==> src/rtl/mmio_stream_port_pkg.sv <==
// mmio_stream_port_pkg
//   Register indices, STATUS/CTRL bit positions and a STATUS packing helper.
//   Firmware headers carry the same values, so these numbers are frozen.
package mmio_stream_port_pkg;

  typedef enum logic [1:0] {
    REG_DATA   = 2'd0,
    REG_STATUS = 2'd1,
    REG_CTRL   = 2'd2,
    REG_RSVD   = 2'd3
  } reg_idx_e;

  localparam int unsigned STATUS_RX_NEMPTY  = 0;
  localparam int unsigned STATUS_TX_FULL    = 1;
  localparam int unsigned STATUS_TX_EMPTY   = 2;
  localparam int unsigned STATUS_TXDROP     = 3;
  localparam int unsigned STATUS_RX_CNT_LSB = 8;
  localparam int unsigned STATUS_TX_CNT_LSB = 16;
  localparam int unsigned STATUS_CNT_W      = 5;

  localparam int unsigned CTRL_RX_IRQ = 0;
  localparam int unsigned CTRL_TX_IRQ = 1;
  localparam int unsigned CTRL_W      = 2;

  localparam int unsigned DATA_VALID_BIT = 8;

  function automatic logic [31:0] pack_status(
    input logic                    rx_nempty,
    input logic                    tx_full,
    input logic                    tx_empty,
    input logic                    txdrop,
    input logic [STATUS_CNT_W-1:0] rx_cnt,
    input logic [STATUS_CNT_W-1:0] tx_cnt
  );
    logic [31:0] w;
    w = '0;
    w[STATUS_RX_NEMPTY] = rx_nempty;
    w[STATUS_TX_FULL]   = tx_full;
    w[STATUS_TX_EMPTY]  = tx_empty;
    w[STATUS_TXDROP]    = txdrop;
    w[STATUS_RX_CNT_LSB +: STATUS_CNT_W] = rx_cnt;
    w[STATUS_TX_CNT_LSB +: STATUS_CNT_W] = tx_cnt;
    return w;
  endfunction

endpackage

==> src/rtl/mmio_stream_port_sync_fifo.sv <==
// sync_fifo
//   Single-clock FIFO with occupancy count. Push and pop in the same cycle
//   are legal at every fill level: on a full FIFO the pop frees the slot the
//   push uses; on an empty FIFO the pop is ignored and the push lands.
// Ports
//   clk_i, rstn_i  clock, asynchronous active-low reset
//   push, din      write request and data
//   pop            read request (ignored when empty)
//   dout           head entry, 0 while empty
//   full, empty    occupancy flags
//   count          number of stored entries
module sync_fifo #(
  parameter int unsigned WIDTH = 8,
  parameter int unsigned DEPTH = 16
) (
  input  logic                     clk_i,
  input  logic                     rstn_i,
  input  logic                     push,
  input  logic                     pop,
  input  logic [WIDTH-1:0]         din,
  output logic [WIDTH-1:0]         dout,
  output logic                     full,
  output logic                     empty,
  output logic [$clog2(DEPTH):0]   count
);

  localparam int unsigned AW = $clog2(DEPTH);
  localparam int unsigned CW = AW + 1;

  logic [WIDTH-1:0] mem [DEPTH];
  logic [AW-1:0]    wr_ptr;
  logic [AW-1:0]    rd_ptr;
  logic [CW-1:0]    cnt;
  logic             push_ok;
  logic             pop_ok;

  assign empty   = (cnt == '0);
  assign full    = (cnt == CW'(DEPTH));
  assign pop_ok  = pop & ~empty;
  assign push_ok = push & (~full | pop_ok);
  assign count   = cnt;

  // Masked so the output is a clean 0 after reset without resetting storage.
  assign dout = empty ? '0 : mem[rd_ptr];

  always_ff @(posedge clk_i) begin
    if (push_ok) mem[wr_ptr] <= din;
  end

  // DEPTH is a power of two, so natural pointer overflow is the wrap.
  always_ff @(posedge clk_i or negedge rstn_i) begin
    if (!rstn_i) begin
      wr_ptr <= '0;
      rd_ptr <= '0;
      cnt    <= '0;
    end else begin
      if (push_ok) wr_ptr <= wr_ptr + 1'b1;
      if (pop_ok)  rd_ptr <= rd_ptr + 1'b1;
      case ({push_ok, pop_ok})
        2'b10:   cnt <= cnt + 1'b1;
        2'b01:   cnt <= cnt - 1'b1;
        default: cnt <= cnt;
      endcase
    end
  end

endmodule

==> src/rtl/mmio_stream_port.sv <==
// mmio_stream_port
//   Memory-mapped byte stream between the CPU data bus and the USB_CDC
//   stream handshake. RX FIFO holds host->CPU bytes, TX FIFO holds
//   CPU->host bytes. Registers: DATA (0), STATUS (1), CTRL (2), reserved (3).
//   Depths up to 16 fit the 5-bit STATUS count fields.
// Ports
//   clk_i, rstn_i                 clock, asynchronous active-low reset
//   sel_i, read_i, write_i        bus select and strobes (write wins)
//   addr_i, wdata_i               word register index, write data
//   rdata_o, rvalid_o             registered read data and its one-cycle valid
//   irq_o                         registered level interrupt
//   in_data_o/in_valid_o/in_ready_i     TX stream toward USB_CDC
//   out_data_i/out_valid_i/out_ready_o  RX stream from USB_CDC
module mmio_stream_port
  import mmio_stream_port_pkg::*;
#(
  parameter int unsigned RX_DEPTH = 16,
  parameter int unsigned TX_DEPTH = 16
) (
  input  logic        clk_i,
  input  logic        rstn_i,
  input  logic        sel_i,
  input  logic        read_i,
  input  logic        write_i,
  input  logic [1:0]  addr_i,
  input  logic [31:0] wdata_i,
  output logic [31:0] rdata_o,
  output logic        rvalid_o,
  output logic        irq_o,
  output logic [7:0]  in_data_o,
  output logic        in_valid_o,
  input  logic        in_ready_i,
  input  logic [7:0]  out_data_i,
  input  logic        out_valid_i,
  output logic        out_ready_o
);

  localparam int unsigned RCW = $clog2(RX_DEPTH) + 1;
  localparam int unsigned TCW = $clog2(TX_DEPTH) + 1;

  logic rd_acc;
  logic wr_acc;

  logic           rx_push, rx_pop, rx_full, rx_empty;
  logic [7:0]     rx_dout;
  logic [RCW-1:0] rx_count, rx_cnt_nxt;

  logic           tx_push, tx_pop, tx_full, tx_empty, tx_wr;
  logic [7:0]     tx_dout;
  logic [TCW-1:0] tx_count, tx_cnt_nxt;

  logic              txdrop_q, txdrop_d;
  logic              txdrop_set, txdrop_clr;
  logic [CTRL_W-1:0] ctrl_q, ctrl_d;
  logic [31:0]       rd_word;
  logic              irq_d;

  assign wr_acc = sel_i & write_i;
  assign rd_acc = sel_i & read_i & ~write_i;

  // RX: a full FIFO still takes the incoming byte when a DATA read frees a
  // slot in the same cycle, even though out_ready_o is low that cycle.
  assign out_ready_o = ~rx_full;
  assign rx_pop      = rd_acc & (addr_i == REG_DATA) & ~rx_empty;
  assign rx_push     = out_valid_i & (~rx_full | rx_pop);

  // TX: a write into a full FIFO survives only if the head leaves this cycle.
  assign in_valid_o = ~tx_empty;
  assign in_data_o  = tx_dout;
  assign tx_pop     = in_valid_o & in_ready_i;
  assign tx_wr      = wr_acc & (addr_i == REG_DATA);
  assign tx_push    = tx_wr & (~tx_full | tx_pop);

  sync_fifo #(.WIDTH(8), .DEPTH(RX_DEPTH)) u_rx_fifo (
    .clk_i  (clk_i),
    .rstn_i (rstn_i),
    .push   (rx_push),
    .pop    (rx_pop),
    .din    (out_data_i),
    .dout   (rx_dout),
    .full   (rx_full),
    .empty  (rx_empty),
    .count  (rx_count)
  );

  sync_fifo #(.WIDTH(8), .DEPTH(TX_DEPTH)) u_tx_fifo (
    .clk_i  (clk_i),
    .rstn_i (rstn_i),
    .push   (tx_push),
    .pop    (tx_pop),
    .din    (wdata_i[7:0]),
    .dout   (tx_dout),
    .full   (tx_full),
    .empty  (tx_empty),
    .count  (tx_count)
  );

  // Set dominates clear.
  assign txdrop_set = tx_wr & tx_full & ~tx_pop;
  assign txdrop_clr = wr_acc & (addr_i == REG_STATUS) & wdata_i[STATUS_TXDROP];
  assign txdrop_d   = txdrop_set | (txdrop_q & ~txdrop_clr);

  always_comb begin
    ctrl_d = ctrl_q;
    if (wr_acc && addr_i == REG_CTRL) ctrl_d = wdata_i[CTRL_W-1:0];
  end

  always_comb begin
    rd_word = '0;
    case (addr_i)
      REG_DATA: begin
        if (!rx_empty) begin
          rd_word[DATA_VALID_BIT] = 1'b1;
          rd_word[7:0]            = rx_dout;
        end
      end
      REG_STATUS: rd_word = pack_status(~rx_empty, tx_full, tx_empty, txdrop_q,
                                        STATUS_CNT_W'(rx_count),
                                        STATUS_CNT_W'(tx_count));
      REG_CTRL:   rd_word[CTRL_W-1:0] = ctrl_q;
      default:    rd_word = '0;
    endcase
  end

  // irq is built from post-edge occupancy and CTRL so the registered output
  // tracks the current state with no extra cycle of lag.
  assign rx_cnt_nxt = rx_count + RCW'(rx_push) - RCW'(rx_pop);
  assign tx_cnt_nxt = tx_count + TCW'(tx_push) - TCW'(tx_pop);
  assign irq_d = (ctrl_d[CTRL_RX_IRQ] & (rx_cnt_nxt != '0)) |
                 (ctrl_d[CTRL_TX_IRQ] & (tx_cnt_nxt == '0));

  always_ff @(posedge clk_i or negedge rstn_i) begin
    if (!rstn_i) begin
      txdrop_q <= 1'b0;
      ctrl_q   <= '0;
      rdata_o  <= '0;
      rvalid_o <= 1'b0;
      irq_o    <= 1'b0;
    end else begin
      txdrop_q <= txdrop_d;
      ctrl_q   <= ctrl_d;
      rvalid_o <= rd_acc;
      rdata_o  <= rd_acc ? rd_word : '0;
      irq_o    <= irq_d;
    end
  end

endmodule

==> config.mk <==
export PLATFORM = sky130hd
export DESIGN_NAME = mmio_stream_port
export DESIGN_NICKNAME = d
export VERILOG_FILES = /design/src/rtl/mmio_stream_port_pkg.sv /design/src/rtl/mmio_stream_port_sync_fifo.sv /design/src/rtl/mmio_stream_port.sv
export SDC_FILE = /design/constraint.sdc
export NUM_CORES = 1
export LEC_CHECK = 0
export ABC_AREA = 1
export CORE_MARGIN = 4
export CORE_UTILIZATION = 45
export CTS_CLUSTER_DIAMETER = 200
export CTS_CLUSTER_SIZE = 28
export DETAILED_ROUTE_END_ITERATION = 10
export HOLD_SLACK_MARGIN = 0.05
export PLACE_DENSITY = 0.62
export SYNTH_ARGS = -nofsm -noshare
export SYNTH_HDL_FRONTEND = slang
export SYNTH_SLANG_ARGS = --single-unit
==> constraint.sdc <==
create_clock -name clk_i -period 4.45 [get_ports clk_i]
set_clock_uncertainty 0.05 [all_clocks]
set_input_delay 0.89 -clock clk_i [delete_from_list [all_inputs] [get_ports clk_i]]
set_output_delay 0.89 -clock clk_i [all_outputs]
set_load 0.02 [all_outputs]
==> flow_summary.ini <==
[run_status]
run_status = complete, no violations

[routing]
drt-pass1-iter-count = 5
routed_wl_microns = 29100
vias = 8333
drtIter0Drc = 669
drc = 0
wl_per_cell_microns = 17.8
vias_per_cell = 5.12
ant_nets = 0

[logic_synthesis]
async_flop_share_pct = 16.1
synth_top_area_share_pct = 57.6
synth_area_leader_cell = edfxtp_1
synth_edf_count = 256
synth.avg_cell_area_sq_um = 11.1
yosysSeqAreaShare_pct = 66.8
synth_cell_types = 36
syn_area_sq_um = 13300
ys_seq_elements = 305
synthCells = 1198
synth.most_common_cell = nand2_1
yosys_warnings = 0
synth_area_leaders = edfxtp_1, dfrtp_1, nand2_1
netlist_top_cells_count = nand2_1, edfxtp_1, nor2_1
ys.flop_type = edfxtp_1

[global_routing]
grt_max_degree = 68
grt_overflow = 0
grt_pass1_wl_microns = 45100
grt_pass1_vias = 8029
antenna_found_initial = 0
track_usage_pct = 17.4

[setup_path]
r2r_cells = 16
cpMaxStageDelayCell = clkinv_1
crit_required_ns = 3.51
worstPathArrival_ns = 3.12
r2r_start = u_rx_fifo.count[3]
worstPathCellList = clkinv_1 -> buf_4 -> o31ai_1 -> a21oi_1 -> clkdlybuf4s50_1
ff2ff_setup_slack_ns = 1.49
cpPeakStageDelay_ns = 0.66
rr_endpoint = irq_o
cp_max_fo = 25
start_kind = register
worst-path-stages = 5
path_class = reg2out
cp_num_buf_inv = 3
critPathTopFamily = buffers and inverters
crit_path_end_kind = output pin

[clock_network]
cts_tree = done
cts_hold_buf = 0
clk_pin_slew_ns = 0.11
root_buffer = clkbuf_16
cts_made_buffers = 14
clock-sinks = 305
postCtsSetupBuffers = 0
htreeDepth = 1
clockBufferDepth = 3
cts_resized = 0
clock_latency_ns = 0.49

[finish]
drive_gt1_share_pct = 5.06
areaGrowthSynthToFinish_pct = 9.70
fin_nets = 1320
fill_cells = 2545
design_area_sq_um = 14600
diodes = 0

[place]
portBuffers = 54
dp_hpwl_microns = 18200
place_ws_ns = 0.885
dpl-instance-area_sq_um = 14200
globalplace.congestion = 0.796

[sta]
rsz0062_at_grt = false
fin_ws_ns = 0.388
final.min_clock_period_ns = 4.06
worst_pin_slew_ns = 0.965
drv_slew = 0
fin_hold_ws_ns = 0.447
setup_viol = 0
fmax_mhz = 246
max-slew-margin-rel_pct = 35.6
finalCritPeriodShare_pct = 91.3
hold_viol = 0
final.setup.tns_ns = 0

[floorplanning]
core_region_area_sq_um = 28900
rows = 62
die_area_sq_um = 32500
start_util_pct = 46.1
io_pins = 93
die_h_microns = 180
die_x_microns = 180

[power]
p_per_area_nw_per_um2 = 564
p_total_mw = 8.26
ir_drop_mv = 0.397
p_leak_nw = 5.68

[hold_path]
hold_path.class = reg2reg
whs_endpoint = u_tx_fifo.count[0]
holdCritStartpoint = u_tx_fifo.count[0]
min_delay_path_depth = 1

[job]
drv_cap = 0
-- where the power goes --
part           switching [mW]  internal (mW)  leakage [nW]  total, mW
sequential              0.251           3.34          2.93       3.59
clock                   0.828          0.637         0.198       1.47
combinational            2.11           1.09          2.56       3.20
-- cells in the final DEF (no fill, tap or decap), drive strengths merged --
cell type	count
clkinv	6
xor2	15
nand3b	1
fa	4
a22oi	2
o31ai	16
clkdlybuf4s50	53
dfrtp	49
o21bai	1
nand4	5
edfxtp	256
conb	14
o211ai	6
ha	30
a21oi	58
xnor2	8
clkbuf	23
inv	94
o22ai	12
nor2	128
nand3	94
nand2	287
o21ai	64
mux2	1
buf	18
-- per-layer routing --
layer | wire [microns] | global-route usage (%)
met1 | 13600 | 26.2
met2 | 13700 | 27.6
met3 | 1540 | 2.46
met4 | 299 | 2.72
met5 | 0 | 0
-- kinds of logic (layout without fill, tap and decap cells) --
| family | Yosys count | after routing | synth area share, % |
|---|---|---|---|
| compound gates | 159 | 159 | 6.55 |
| xor+xnor | 23 | 23 | 1.51 |
| fa+ha+maj | 34 | 34 | 3.41 |
| buf+inv | 160 | 194 | 5.38 |
| flops | 305 | 305 | 66.8 |
| mux | 1 | 1 | 0.0844 |
| other cells | 1 | 14 | 0.0281 |
| simple gates | 515 | 515 | 16.2 |
-- how the worst max path moves through the flow --
stage	start	end	slack [ns]
after floorplan	read_i	irq_o	1.60
after global placement	write_i	irq_o	0.99
after detailed placement	sel_i	irq_o	0.89
after CTS	u_tx_fifo.rd_ptr[2]	in_data_o[7]	0.41
after global routing	u_tx_fifo.rd_ptr[2]	in_data_o[6]	0.27
final	u_tx_fifo.rd_ptr[2]	in_data_o[6]	0.39
-- area by class of cell --
type	instances	area, sq um	share of cell area, %
flip-flops and latches	305	8920	60.9
clock inverters	1	5.00	0.0342
inverters	99	382	2.61
clock buffers	23	405	2.77
multi-input cells	746	3760	25.7
repair buffers	71	688	4.70
well taps	384	480	3.28
-- registers in the layout, summed over array words and instances, names as in the netlist --
register          flops
rvalid_o              1
u_tx_fifo.wr_ptr      4
u_tx_fifo.rd_ptr      4
ctrl_q                2
u_rx_fifo.rd_ptr      4
irq_o                 1
u_tx_fifo.mem       128
txdrop_q              1
rdata_o              18
u_rx_fifo.mem       128
u_rx_fifo.count       5
u_tx_fifo.count       5
u_rx_fifo.wr_ptr      4
-- per-stage QoR --
| step | util, % | cells |
|---|---|---|
| 2_1_floorplan | - | 1211 |
| 3_3_place_gp | 49.2 | 1605 |
| 3_5_place_dp | 49.2 | 1605 |
| 4_1_cts | 50.6 | 1629 |
| 5_1_grt | 50.6 | 1629 |
| 6_report | 50.6 | 1629 |
Note: power is estimated with default switching activity, not from simulation.
